===== src/rtl/vm_multi.sv =====
// Multi-slot vending machine: coin credit, per-slot stock/price table,
// one-cycle vend and change-return pulses, all outputs registered.
module vm_multi #(
  parameter int N_ITEMS = 8,
  parameter int CNT_W   = 4,
  parameter int COST_W  = 8,
  parameter int BAL_W   = 16,
  localparam int IW     = $clog2(N_ITEMS)
) (
  input  logic              clk,
  input  logic              rst,
  input  logic [1:0]        coins,
  input  logic [IW-1:0]     buttons,
  input  logic              select,
  input  logic              cancel,
  input  logic [IW-1:0]     item,
  input  logic [CNT_W-1:0]  count,
  input  logic [COST_W-1:0] cost,
  input  logic              valid,
  output logic [IW-1:0]     product,
  output logic              vend,
  output logic [1:0]        status,
  output logic [BAL_W-1:0]  balance,
  output logic              refund,
  output logic [BAL_W-1:0]  change,
  output logic [COST_W-1:0] info
);

  typedef enum logic [1:0] {IDLE, CREDIT, VEND, REFUND} state_t;
  typedef enum logic [1:0] {ST_NONE, ST_VENDED, ST_POOR, ST_SOLDOUT} status_t;

  state_t              state_q;
  status_t             status_q;
  logic [BAL_W-1:0]    balance_q;
  logic [IW-1:0]       product_q;
  logic                vend_q;
  logic                refund_q;
  logic [BAL_W-1:0]    change_q;
  logic [COST_W-1:0]   info_q;
  logic [CNT_W-1:0]    stock_q [N_ITEMS];
  logic [COST_W-1:0]   price_q [N_ITEMS];
  logic [CNT_W-1:0]    stock_d [N_ITEMS];
  logic [COST_W-1:0]   price_d [N_ITEMS];

  logic [BAL_W-1:0]    coin_val;
  logic [BAL_W:0]      bal_sum;
  logic [BAL_W-1:0]    bal_coin;
  logic                sel_valid;
  logic [CNT_W-1:0]    sel_stock;
  logic [COST_W-1:0]   sel_price;
  logic                accept;
  logic                restock_ok;

  always_comb begin
    case (coins)
      2'b01:   coin_val = BAL_W'(5);
      2'b10:   coin_val = BAL_W'(10);
      2'b11:   coin_val = BAL_W'(25);
      default: coin_val = '0;
    endcase
    // A coin that would carry out of the credit register is simply not taken.
    bal_sum    = {1'b0, balance_q} + {1'b0, coin_val};
    bal_coin   = bal_sum[BAL_W] ? balance_q : bal_sum[BAL_W-1:0];
    sel_valid  = 32'(buttons) < N_ITEMS;
    sel_stock  = sel_valid ? stock_q[buttons] : '0;
    sel_price  = sel_valid ? price_q[buttons] : '0;
    accept     = (state_q == CREDIT) && select && !cancel && sel_valid &&
                 (sel_stock != '0) && (balance_q >= BAL_W'(sel_price));
    restock_ok = valid && (32'(item) < N_ITEMS);
  end

  always_comb begin : stock_next
    logic [CNT_W:0] s;
    for (int unsigned i = 0; i < N_ITEMS; i++) begin
      s = {1'b0, stock_q[i]};
      if (accept && (buttons == IW'(i)))
        s = s - 1'b1;
      if (restock_ok && (item == IW'(i)))
        s = s + {1'b0, count};
      stock_d[i] = s[CNT_W] ? '1 : s[CNT_W-1:0];
      price_d[i] = (restock_ok && (item == IW'(i))) ? cost : price_q[i];
    end
  end

  always_ff @(posedge clk) begin
    if (rst) begin
      state_q   <= IDLE;
      status_q  <= ST_NONE;
      balance_q <= '0;
      product_q <= '0;
      vend_q    <= 1'b0;
      refund_q  <= 1'b0;
      change_q  <= '0;
      info_q    <= '0;
      for (int unsigned i = 0; i < N_ITEMS; i++) begin
        stock_q[i] <= '0;
        price_q[i] <= '0;
      end
    end else begin
      vend_q    <= 1'b0;
      refund_q  <= 1'b0;
      product_q <= '0;
      change_q  <= '0;
      info_q    <= sel_price;
      for (int unsigned i = 0; i < N_ITEMS; i++) begin
        stock_q[i] <= stock_d[i];
        price_q[i] <= price_d[i];
      end
      case (state_q)
        IDLE: begin
          balance_q <= coin_val;
          if (coins != 2'b00)
            state_q <= CREDIT;
        end
        CREDIT: begin
          balance_q <= bal_coin;
          if (cancel) begin
            state_q  <= REFUND;
            status_q <= ST_NONE;
            refund_q <= 1'b1;
            change_q <= bal_coin;
          end else if (select) begin
            if (!sel_valid || (sel_stock == '0)) begin
              status_q <= ST_SOLDOUT;
            end else if (balance_q < BAL_W'(sel_price)) begin
              status_q <= ST_POOR;
            end else begin
              state_q   <= VEND;
              status_q  <= ST_VENDED;
              balance_q <= bal_coin - BAL_W'(sel_price);
              vend_q    <= 1'b1;
              product_q <= buttons;
            end
          end
        end
        VEND: begin
          if (balance_q != '0) begin
            state_q  <= REFUND;
            refund_q <= 1'b1;
            change_q <= balance_q;
          end else begin
            state_q <= IDLE;
          end
        end
        REFUND: begin
          balance_q <= '0;
          state_q   <= IDLE;
        end
        default: state_q <= IDLE;
      endcase
    end
  end

  assign product = product_q;
  assign vend    = vend_q;
  assign status  = status_q;
  assign balance = balance_q;
  assign refund  = refund_q;
  assign change  = change_q;
  assign info    = info_q;

endmodule


===== config.mk =====
export PLATFORM = sky130hd
export DESIGN_NAME = vm_multi
export DESIGN_NICKNAME = d
export VERILOG_FILES = /design/src/rtl/vm_multi.sv
export SDC_FILE = /design/constraint.sdc
export NUM_CORES = 1
export LEC_CHECK = 0
export ABC_AREA = 1
export BUFFER_PORTS_ARGS = -buffer_cell sky130_fd_sc_hd__buf_4
export CAP_MARGIN = 20
export CORE_UTILIZATION = 65
export DETAILED_ROUTE_END_ITERATION = 8
export GPL_TIMING_DRIVEN = 0
export PLACE_DENSITY = 0.82
export SYNTH_ARGS = -nofsm -noshare
export SYNTH_HDL_FRONTEND = slang
export SYNTH_SLANG_ARGS = --single-unit

===== constraint.sdc =====
create_clock -name clk -period 7.1 [get_ports clk]
set_input_delay 1.42 -clock clk [delete_from_list [all_inputs] [get_ports clk]]
set_output_delay 1.42 -clock clk [all_outputs]
set_load 0.05 [all_outputs]

* Word-level counts from Yosys, hierarchy flattened
Memories as Yosys holds them, arrays and structs flattened.
Index checks and enable logic that the tools add are counted.
** Operators by class
- Add/subtract/negate cells :: 18
- Multiply operators :: 0
- Div/mod/pow operators :: 0
- Magnitude comparators :: 2
- Eq/ne operators :: 32
- Shifts and indexed selects :: 0
- Mux-type cells :: 76
- Bitwise gates (word level) :: 18
- Reduce and logical (&&, ||, !) cells :: 42
** Operators by type and width (number)
- $mux 8 :: 16
- $mux 16 :: 7
- $mux 5 :: 16
- $mux 4 :: 16
- $pmux 16 s3 :: 1
- $add 5x4->5 :: 8
- $sub 4x1->5 const B :: 8
- $pmux 16 s2 :: 1
- $eq 3x3->1 const B :: 8
- $logic_and 1x1->1 :: 20
- $mux 2 :: 10
- $reduce_and 2->1 :: 9
- $add 16x16->17 :: 1
- $ge 16x8->1 :: 1
- $lt 16x8->1 :: 1
- $or 1x1->1 :: 16
- $reduce_bool 16->1 :: 1
- $sub 16x8->16 :: 1
- $pmux 5 s3 :: 1
- $eq 3x2->1 const B :: 4
- $ne 3x3->1 const B :: 3
- $eq 2x2->1 const B :: 4
- $ne 1x1->1 const B :: 8
- $pmux 2 s4 :: 1
- 16 further kinds :: 26
** Word-level totals
- Flip-flop bits (word level) :: 49
- Latch bits :: 0
- Memory bits (writable) :: 96
- ROM bits :: 0
- Input bits :: 25
- Output and inout port bits :: 47
- Word-level logic and storage cells :: 198
- Memories :: 2
** Memories
- price_q :: depth 8, width 8, rd ports 1, clocked after memory_dff 0, wr ports 8, line 41 : logic [COST_W-1:0] price_q [N_ITEMS];
- stock_q :: depth 8, width 4, rd ports 9, clocked after memory_dff 0, wr ports 8, line 40 : logic [CNT_W-1:0] stock_q [N_ITEMS];

* Longest topological paths before layout
- Depth after elaboration :: 11
- Mapped depth :: 34
- Mapped depth without buffers :: 32

* Least setup slack after synthesis
Ideal clock, no wire load.
- Path kind :: input -> register
- From :: input buttons[1]
- To :: memory stock_q[0][3]
- Library setup time :: 110 ps
- Arrival time :: 4935 ps
- Required time :: 6990 ps
- Slack :: 2055 ps
- Stages :: 29
- Path buffers :: 2
- Cell sequence :: inv_1 -> nand2_1 -> inv_2 -> clkbuf_1 -> a22oi_1 -> nand3_1 -> o21ai_0 -> ha_1 -> nand2_1 -> nor2_1 -> nand2_1 -> nand2_1 -> inv_1 -> a21oi_4 -> buf_2 -> nand3_1 -> nand2_1 -> ha_1 -> inv_1 -> fa_1 -> inv_1 -> nand2_1 -> nand2_1 -> a21oi_1 -> nor2_1 -> xor2_1 -> nand3b_1 -> nand2_1 -> inv_1
** RTL lines
- from (decl) :: line 13 : input logic [IW-1:0] buttons,
- to (decl) :: line 40

==> flow_summary.json <==
{
  "regArea_sq_um": 3540,
  "cts_buffer_depth": 2,
  "chipWidth_um": 124,
  "p_per_area_nw_per_um2": 221,
  "finalCritPeriodShare_pct": 84.3,
  "antenna_left": 0,
  "cp_top_family": "buffers and inverters",
  "vias": 9610,
  "holdPathStages": 2,
  "multi_input_area_sq_um": 5280,
  "hold_viol": 0,
  "fin_util_pct": 76.1,
  "synthCells": 1378,
  "cts.root.buffer_cell": "clkbuf_16",
  "r2r_cells": 22,
  "grt_max_degree": 17,
  "place_hpwl_um": 19700,
  "cap_violations": 0,
  "synth.distinct_cells": 40,
  "grt.overflow.total": 0,
  "grt_pass1_wl_um": 41800,
  "post_drt_wl_per_cell_um": 16.0,
  "cts_sinks": 145,
  "netlist_area_sq_um": 9690,
  "tightest_slew_ps": 719,
  "cp.arrival_ps": 6330,
  "ioPinCount": 72,
  "cts_htree_levels": 4,
  "ff2ff_setup_slack_ps": 2770,
  "cts_hold_buf": 0,
  "start_util_pct": 66.7,
  "path_clk_slew_ps": 70,
  "syn_to_final_growth_pct": 14.2,
  "numCtsBuffers": 17,
  "worstSkewPairLatency_ps": 440,
  "ys_seq_area_share_pct": 36.6,
  "cts_setup_buffers": 0,
  "met3_length_um": 2540,
  "highest_layer": "met4",
  "place_congestion": 0.938,
  "dieHeight_um": 124,
  "vias_per_cell": 5.78,
  "wl_um": 26600,
  "slew_viol_final": 0,
  "rows": 44,
  "grt_use_total_pct": 36.2,
  "dr_wl_met2_um": 12000,
  "diodes": 0,
  "worstReg2RegEnd": "balance[10]",
  "holdPathEnd": "status[0]",
  "p_leak_nw": 5.57,
  "crit_fanout": 10,
  "skew_ps": 7.91,
  "wl_met1_um": 11400,
  "cts_tree": "built",
  "drt_iter0_markers": 1240,
  "dieArea_sq_um": 15400,
  "max_freq_mhz": 167,
  "setup_violations": 0,
  "crit_buf_inv": 9,
  "synth-seq-cells": 145,
  "cp_slowest_cell": "clkbuf_1",
  "final_nets": 1568,
  "critical_path_class": "in2reg",
  "slew_headroom_pct": 52.0,
  "grt_pass1_vias": 8491,
  "outcome": "finished, final reports clean",
  "fin_crit_ps": 5990,
  "ctsResizeCount": 0,
  "rsz0062_at_grt": "no",
  "irDropWorstVdd_uv": 324,
  "hp-class": "reg2reg",
  "drive_gt1_share_pct": 9.05,
  "holdCritStartpoint": "status[0]",
  "syn_area_per_cell_sq_um": 7.03,
  "fillCellCount": 1161,
  "ys_warn_count": 0,
  "p_total_mw": 2.44,
  "start_kind": "input pin",
  "syn_nets": 1479,
  "cp_slowest_stage_delay_ps": 420,
  "setup-tns-final_ps": 0,
  "end_kind": "register",
  "core_sq_um": 14500,
  "io_buffers": 70,
  "drtPass1Iterations": 7,
  "critPathMostFrequentCell": "nand2_1",
  "drcViolationCount": 0,
  "timing.rr.start": "balance[0]",
  "cp_data_required_time_ps": 7440,
  "antenna_found_initial": 0
}
==> area by class of cell <==
| type | instances | area share (%) |
|---|---|---|
| Buffer | 29 | 1.12 |
| Inverter | 200 | 6.78 |
| Sequential cell | 145 | 32.0 |
| Multi-Input combinational cell | 1004 | 47.7 |
| Clock buffer | 17 | 3.84 |
| Clock inverter | 15 | 1.73 |
| Tap cell | 184 | 2.08 |
| Timing Repair Buffer | 70 | 4.75 |
==> placed cells by master, fill, tap and decap left out, types with 3 or more instances in the layout <==
cell type / count
o21ai_0: 27
nand3b_1: 5
fa_1: 10
a31oi_1: 9
inv_1: 194
nand4_1: 22
clkbuf_1: 16
buf_2: 6
dfxtp_1: 81
buf_1: 5
xor2_1: 14
clkbuf_16: 17
a21oi_1: 69
a21o_1: 3
buf_4: 72
a22oi_1: 20
o211ai_1: 4
xnor2_1: 12
o21ai_1: 5
nor2_1: 168
nand2_1: 391
inv_8: 6
nor3b_1: 7
nor3_1: 8
clkinv_1: 3
nand3_1: 132
edfxtp_1: 64
or2_2: 15
inv_2: 4
ha_1: 66
inv_6: 3
==> sequential cells by signal (all words and copies together), names as in the netlist <==
name	cells
state_q	2
stock_q	32
change	16
status	2
product	3
balance	16
refund	1
vend	1
price_q	64
info	8
==> synthesized netlist by cell type <==
master    number  area (sq um)
nor2_1       168           631
nand2_1      391          1470
o21a_1         1          7.51
buf_1          5          18.8
nor2_4         1          11.3
dfxtp_1       81          1620
o21ai_0       27           135
inv_2          4          15.0
nand4_1       22           138
clkinv_1       2          7.51
a22oi_1       20           150
nor3_1         8          40.0
xnor2_1       12           105
a31o_2         1          8.76
edfxtp_1      64          1920
o21ai_1        5          25.0
a31oi_1        9          56.3
o211ai_1       4          30.0
and3_1         1          6.26
buf_4          2          15.0
a21oi_1       69           345
o21bai_1       2          15.0
fa_1          10           200
nand2_2        1          6.26
a211oi_1       1          7.51
xor2_1        14           123
a21o_1         3          22.5
nand3b_1       5          37.5
o22ai_1        2          12.5
ha_1          66           826
nor3b_1        7          52.6
nand3_1      132           661
or2_0          2          12.5
inv_1        194           728
a21oi_4        1          16.3
or2_2         15          93.8
nor4_1         2          12.5
buf_2          6          30.0
clkbuf_1      16          60.1
nand3_2        2          20.0
==> per-stage QoR <==
step                cell area, sq um  worst slack (ps)  hold slack [ps]  instances
finish                         11100              1110              501       1664
global route                   11100               578              519       1664
CTS                            11100              1210              503       1664
detailed placement             10400               803              483       1632
global placement               10400               835              476       1632
floorplan                       9690              2060              472       1378
==> tightest hold or removal path, delay by kind of cell, from the launching register on <==
kind               cells  cell delay [ps]
AOI/OAI and AO/OA      1               70
DFF                    1              320
and+or+nand+nor        1               60
==> report_power, final <==
part	switching, mW	internal (mW)	leakage (nW)
clock network	0.412	0.537	0.304
registers	0.0318	0.922	1.28
logic	0.364	0.177	3.98
==> cell families (layout without fill, tap and decap cells) <==
kind of cell	Yosys count	in the layout	synth area share, %
AND/OR/NAND/NOR	757	757	32.9
AO/OA/AOI/OAI	145	145	8.58
XOR/XNOR	26	26	2.35
adder cells (fa/ha/maj)	76	76	10.6
buffers and inverters	229	331	9.02
flip-flops	145	145	36.6
==> per-layer routing <==
metal	up-vias	GRT usage [%]
li1	4655	-
met2	507	56.7
met5	-	0
met3	59	6.46
met1	4389	50.3
met4	0	12.3
==> worst max path at each step <==
stage               slack, ps        from             to  cells after the start
global placement          830  buttons[0]  stock_q[0][3]                     29
CTS                      1210  buttons[1]  stock_q[0][3]                     30
finish                   1110  buttons[1]  stock_q[0][3]                     30
floorplan                2060  buttons[1]  stock_q[0][3]                     29
detailed placement        800  buttons[1]  stock_q[0][3]                     30
global route              580  buttons[1]  stock_q[0][3]                     30
Note: power is estimated with default switching activity, not from simulation.
